File: src/rtl/pipe_pkg.sv
// Shared types and constants for the pipe_stage slice.
package pipe_pkg;

    localparam int unsigned DATA_W = 32;
    localparam logic [DATA_W-1:0] NOP_DEFAULT = 32'h0000_0000;

    typedef enum logic [1:0] {
        EMPTY = 2'd0,
        FULL  = 2'd1,
        SKID  = 2'd2
    } state_e;

endpackage

File: src/rtl/sat_counter.sv
// Saturating event counter with synchronous active-high reset.
module sat_counter #(
    parameter int unsigned CNT_W = 16
) (
    input  logic             clk,
    input  logic             rst,
    input  logic             inc,
    output logic [CNT_W-1:0] count
);

    localparam logic [CNT_W-1:0] MAX = '1;

    always_ff @(posedge clk) begin
        if (rst) begin
            count <= '0;
        end else if (inc && (count != MAX)) begin
            count <= count + CNT_W'(1);
        end
    end

endmodule

File: src/rtl/pipe_stage.sv
// Two-entry skid-buffered pipeline stage with stall/flush control and
// saturating stall/flush performance counters.
module pipe_stage
    import pipe_pkg::*;
#(
    parameter int unsigned      WIDTH = 32,
    parameter logic [WIDTH-1:0] NOP   = WIDTH'(NOP_DEFAULT),
    parameter int unsigned      CNT_W = 16
) (
    input  logic             clk,
    input  logic             rst,
    input  logic             in_valid,
    input  logic [WIDTH-1:0] in_data,
    output logic             in_ready,
    output logic             out_valid,
    output logic [WIDTH-1:0] out_data,
    input  logic             out_ready,
    input  logic             stall,
    input  logic             flush,
    output logic [CNT_W-1:0] stall_cnt,
    output logic [CNT_W-1:0] flush_cnt
);

    state_e           state_q, state_d;
    logic [WIDTH-1:0] main_q, main_d;
    logic [WIDTH-1:0] skid_q, skid_d;
    logic             acc;
    logic             deq;

    // Handshake flags decode only the state register, keeping in_ready
    // free of any path from out_ready or stall.
    assign in_ready  = (state_q != SKID);
    assign out_valid = (state_q != EMPTY);
    assign out_data  = out_valid ? main_q : NOP;

    assign acc = in_valid & in_ready;
    assign deq = out_valid & out_ready & ~stall;

    always_ff @(posedge clk) begin
        if (rst) begin
            state_q <= EMPTY;
            main_q  <= NOP;
            skid_q  <= NOP;
        end else begin
            state_q <= state_d;
            main_q  <= main_d;
            skid_q  <= skid_d;
        end
    end

    always_comb begin
        state_d = state_q;
        main_d  = main_q;
        skid_d  = skid_q;
        if (flush) begin
            state_d = EMPTY;
        end else begin
            unique case (state_q)
                EMPTY: begin
                    if (acc) begin
                        state_d = FULL;
                        main_d  = in_data;
                    end
                end
                FULL: begin
                    if (deq && acc) begin
                        main_d = in_data;
                    end else if (deq) begin
                        state_d = EMPTY;
                    end else if (acc) begin
                        state_d = SKID;
                        skid_d  = in_data;
                    end
                end
                SKID: begin
                    if (deq) begin
                        state_d = FULL;
                        main_d  = skid_q;
                    end
                end
                default: begin
                    state_d = EMPTY;
                end
            endcase
        end
    end

    sat_counter #(.CNT_W(CNT_W)) u_stall_cnt (
        .clk   (clk),
        .rst   (rst),
        .inc   (out_valid & ~deq),
        .count (stall_cnt)
    );

    sat_counter #(.CNT_W(CNT_W)) u_flush_cnt (
        .clk   (clk),
        .rst   (rst),
        .inc   (flush),
        .count (flush_cnt)
    );

endmodule

File: config.mk
export PLATFORM = sky130hd
export DESIGN_NAME = pipe_stage
export DESIGN_NICKNAME = d
export VERILOG_FILES = /design/src/rtl/pipe_pkg.sv /design/src/rtl/sat_counter.sv /design/src/rtl/pipe_stage.sv
export SDC_FILE = /design/constraint.sdc
export NUM_CORES = 1
export LEC_CHECK = 0
export ABC_CLOCK_PERIOD_IN_PS = 3850
export CAP_MARGIN = 20
export CORE_ASPECT_RATIO = 0.75
export CORE_MARGIN = 2
export CORE_UTILIZATION = 35
export DETAILED_ROUTE_END_ITERATION = 16
export DONT_BUFFER_PORTS = 1
export PLACE_DENSITY_LB_ADDON = 0.2
export SYNTH_ARGS = -nofsm -noshare
export SYNTH_HDL_FRONTEND = slang
export SYNTH_SLANG_ARGS = --single-unit
File: constraint.sdc
create_clock -name clk -period 3.85 [get_ports clk]
set_input_delay 0.385 -clock clk [delete_from_list [all_inputs] [get_ports clk]]
set_output_delay 0.385 -clock clk [all_outputs]
set_load 0.005 [all_outputs]
After elaboration in Yosys (flattened, before gate mapping)

Cells that the tools add are included.

Bits in registers: 98
Logic and storage cells: 46

$add $sub $neg: 2
Equal/unequal tests: 10
Multiplexer cells: 11
Bitwise logic cells: 8
Reduce and logical (&&, ||, !) cells: 10

Operators with widths:

| operator                | count |
|---|---|
| $mux W32                | 4 |
| $pmux W32 S3            | 1 |
| $add A16 B1 Y16 const B | 2 |
| $ne A16 B16 Y1 const B  | 2 |
| $mux W2                 | 5 |
| $ne A2 B2 Y1 const B    | 5 |
| $reduce_and A5 Y1       | 2 |
| $pmux W2 S3             | 1 |
| $and A1 B1 Y1           | 4 |
| $not A1 Y1              | 4 |
| $reduce_and A4 Y1       | 1 |
| $logic_and A1 B1 Y1     | 3 |
| $ne A3 B3 Y1 const B    | 1 |
| $reduce_bool A3 Y1      | 1 |
| $eq A2 B1 Y1 const B    | 1 |
| $eq A2 B2 Y1 const B    | 1 |
| $logic_not A2 Y1        | 1 |
| $reduce_bool A2 Y1      | 1 |
| $reduce_or A2 Y1        | 1 |

Longest topological paths before layout

Depth in word-level cells: 6
Depth in mapped cells: 6
Gate-level depth less buffers: 5

Hierarchy

A second synthesis with hierarchy kept.

Cell total of the unflattened synthesis: 537
Area, all modules: 4730.8 um2

By module, submodules not included:

| module      | instances | cells an instance | area each (um2) | seq. area each (um2) |
|---|---|---|---|---|
| pipe_stage  | 1         | 339               | 3034.2          | 1321.3 |
| sat_counter | 2         | 99                | 848.3           | 320.3 |

Worst setup path before layout

No wires, ideal clock.

Kind: reg-to-reg
Start: register u_stall_cnt.count[0]
End: register u_stall_cnt.count[8]
Data arrival time: 1.780 ns
Data required time: 3.729 ns
Path slack: 1.949 ns
Stages on the path, launching flop included: 7
Path buffers: 1
Period minus slack after synthesis: 1.901 ns
Path through: dfxtp_1 ha_1 nand3_1 or3_1 clkbuf_1 nor4b_1 mux2_2

Cells in the longest elaborated chain, start to end: 2

Ends and longest elaborated chain:

| what                                                                    | RTL line          | text |
|---|---|---|
| start: declaration                                                      | sat_counter.sv:8  | `output logic [CNT_W-1:0] count` |
| start signal: assignment                                                | sat_counter.sv:17 | `count <= count + CNT_W'(1);` |
| parallel branches: the longest is 2 deep, another holds $add A16 B1 Y16 | n/a               |  |

Parallel ways; which one is timed is not known.
A chain may end at the register's enable or synchronous reset.

Worst setup path in the final report

Start: register state_q[1]
End: output out_data[5]

Cells in the longest elaborated chain, start to end: 2

Ends and longest elaborated chain:

| what                     | RTL line         | text |
|---|---|---|
| start: declaration       | pipe_stage.sv:24 | `state_e state_q, state_d;` |
| start signal: assignment | pipe_stage.sv:45 | `state_q <= state_d;` |
| $reduce_bool A2 Y1       | pipe_stage.sv:33 | `assign out_valid = (state_q != EMPTY);` |
| named net out_valid      | pipe_stage.sv:15 | `output logic out_valid,` |
| $mux W32                 | pipe_stage.sv:34 | `assign out_data = out_valid ? main_q : NOP;` |
| end: declaration         | pipe_stage.sv:16 | `output logic [WIDTH-1:0] out_data,` |

The timed path passes the listed nets, and every way through them passes these cells.

==> results.py <==
metrics = {
    "yosys": {
        "syn_nets": 603,
        "yosysSeqAreaShare": 0.405,
        "synth_area_leaders": "dfxtp_1, mux2_2, mux2i_1",
        "yosys-top-cells-count": "dfxtp_1, nand2_1, nor2_1, a21oi_1, nor2b_1",
        "synth_top_cell_by_area": "dfxtp_1",
        "async_flop_share": 0,
        "synth.avg_cell_area_um2": 8.60,
        "synth.most_common_cell": "dfxtp_1",
        "synthCells": 563,
        "ys.flop_type": "dfxtp_1",
        "synth_top_area_frac": 0.405,
        "synth_cell_types": 42,
        "synth_edf_count": 0,
        "synth.cell_area_um2": 4840,
        "synth-seq-cells": 98,
        "synth_warnings": 0,
    },
    "sta": {
        "worstMarginPinSlew_ps": 786,
        "period_minus_slack_ps": 2180,
        "setup_viol": 0,
        "whs_ps": 116,
        "slew_headroom": 0.476,
        "period_share": 0.567,
        "rsz0062_at_grt": "no",
        "hold_viol": 0,
        "fin_tns_setup_ps": 0,
        "fmax_ghz": 0.458,
        "slew_viol_final": 0,
        "fin_worst_skew_ps": 6.36,
    },
    "global_route": {
        "antenna_found_initial": 0,
        "grt_pass1_vias": 3543,
        "grt_start_max_net_pins": 141,
        "grt_pass1_wl_um": 19000,
        "track_usage": 0.159,
        "gr-total-overflow": 0,
    },
    "cells_and_area": {
        "drive_gt1_frac": 0.118,
        "final_area_um2": 5330,
        "antennaDiodeCount": 0,
        "area_delta_synth_final_pct": 9.97,
        "stdcell_count": 725,
        "fin_util": 0.391,
        "nets": 585,
    },
    "routing": {
        "met2WireLength_um": 5120,
        "dr_total_vias": 3851,
        "antenna_left": 0,
        "topRoutingLayerUsed": "met4",
        "via_per_inst": 5.31,
        "drt_iter0_markers": 186,
        "route.met3.wl_um": 837,
        "firstDrtPassIters": 4,
        "routedLengthMet1_um": 5540,
        "wl_per_cell_um": 16.0,
        "drt-total-wl_um": 11600,
        "drc": 0,
    },
    "worst_setup_path": {
        "reg2regPathDepth": 5,
        "cp.arrival_ps": 1800,
        "critPathKind": "flip-flop to output pin",
        "ff2ff_setup_slack_ps": 1700,
        "end_kind": "output pin",
        "worstPathMaxFanout": 24,
        "reg2reg_from": "u_stall_cnt.count[0]",
        "rr_endpoint": "u_stall_cnt.count[8]",
        "start_kind": "flip-flop",
        "cp.required_ps": 3460,
    },
    "placed_design": {
        "hpwl_um": 7700,
        "post-place-cells": 709,
        "gp_congestion": 0.772,
        "place_area_um2": 4970,
        "port_buffers": 0,
    },
    "cts": {
        "cts_setup_buffers": 0,
        "clock_latency_ps": 340,
        "cts-buffers-inserted": 9,
        "clk_pin_slew_worst_paths_ps": 70,
        "cts_max_level": 3,
        "cts_tree": "built",
        "cts_resized": 0,
        "cts.sinks": 98,
        "cts_root_buf": "clkbuf_16",
        "cts_hold_buf": 0,
        "cts_buffer_depth": 2,
    },
    "worst_hold_path": {
        "holdPathEnd": "state_q[0]",
        "worstHoldPathType": "input pin to flip-flop",
        "whs_path_depth": 1,
        "worstHoldStart": "flush",
    },
    "run": {
        "drv_cap": 0,
    },
    "power": {
        "power-per-cell-area_nw_per_um2": 418,
        "peakVddDrop_v": 0.000237,
        "leakagePower_uw": 0.00209,
    },
    "die": {
        "die_x_um": 140,
        "die_y_um": 106,
        "rows": 37,
        "pin_count": 104,
        "initial_utilization": 0.356,
        "dieArea_um2": 14800,
        "core-area_um2": 13600,
    },
    "status": {
        "status": "complete, no violations",
    },
}
==> cells by family (layout without fill, tap and decap cells) <==
| group | count (synthesis) | in the layout | synth area share |
|---|---|---|---|
| XOR/XNOR | 4 | 4 | 0.00724 |
| AND/OR/NAND/NOR | 268 | 268 | 0.287 |
| adder cells (fa/ha/maj) | 2 | 2 | 0.00517 |
| flip-flops | 98 | 98 | 0.405 |
| AO/OA/AOI/OAI | 76 | 76 | 0.0972 |
| buffers and inverters | 40 | 27 | 0.0326 |
| multiplexers | 75 | 75 | 0.166 |
==> how the worst max path moves through the flow <==
stage | from | endpoint | slack [ps] | cells after the start
2_1_floorplan | u_stall_cnt.count[0] | u_stall_cnt.count[8] | 1950 | 6
3_3_place_gp | state_q[0] | main_q[28] | 1760 | 5
3_5_place_dp | state_q[0] | main_q[29] | 1710 | 5
4_1_cts | state_q[1] | out_data[5] | 1630 | 4
5_1_grt | state_q[0] | out_data[11] | 1480 | 4
6_report | state_q[1] | out_data[5] | 1670 | 4
==> metal layers <==
metal / up-vias / GRT usage
li1: 1917 / -
met1: 1825 / 0.217
met2: 100 / 0.237
met3: 9 / 0.0595
met4: 0 / 0.0429
met5: - / 0
==> metrics by stage <==
step                setup slack [ps]  power, uW
floorplan                       1950       1190
global placement                1760       1190
detailed placement              1710       1190
CTS                             1630       2260
global route                    1480       2320
finish                          1670       2230
==> worst max-delay path, cell delays in order, from the launching register on <==
cell and delay [ps]:
dfxtp_1 370, nor2_1 210, clkinv_1 340, buf_4 330
and2_1 200
==> report_power, final <==
group	total (uW)	leakage (uW)	internal, uW	switching [uW]
Sequential	1060	0.000794	1040	17.3
Combinational	111	0.00113	58.4	52.2
Clock	1060	0.000171	658	398
Total	2230	0.00209	1760	468
==> sequential cells by signal, indices dropped and copies added, names as in the netlist <==
register,cells
state_q,2
u_stall_cnt.count,16
skid_q,32
u_flush_cnt.count,16
main_q,32
==> area by class of cell <==
type	instances	area (um^2)
clock inverters	5	108
inverters	6	22.5
fillers	1402	8290
repair buffers	5	37.5
flip-flops and latches	98	1960
multi-input cells	425	2730
clock buffers	11	243
well taps	175	219
==> placed cells by master (no fill, tap or decap), types with 4 or more instances in the layout <==
master,n
dfxtp_1,98
nand2_1,73
nor2_1,54
a21oi_1,47
nor2b_1,42
mux2_2,40
mux2i_1,34
and2_1,32
nand3_1,11
or4_1,10
nor3_1,9
clkbuf_16,9
a211oi_1,7
o31ai_1,7
nand4_1,6
inv_1,5
and4_1,5
buf_4,5
nand2b_1,4
nor4_1,4
or3_1,4
Note: power is estimated with default switching activity, not from simulation.
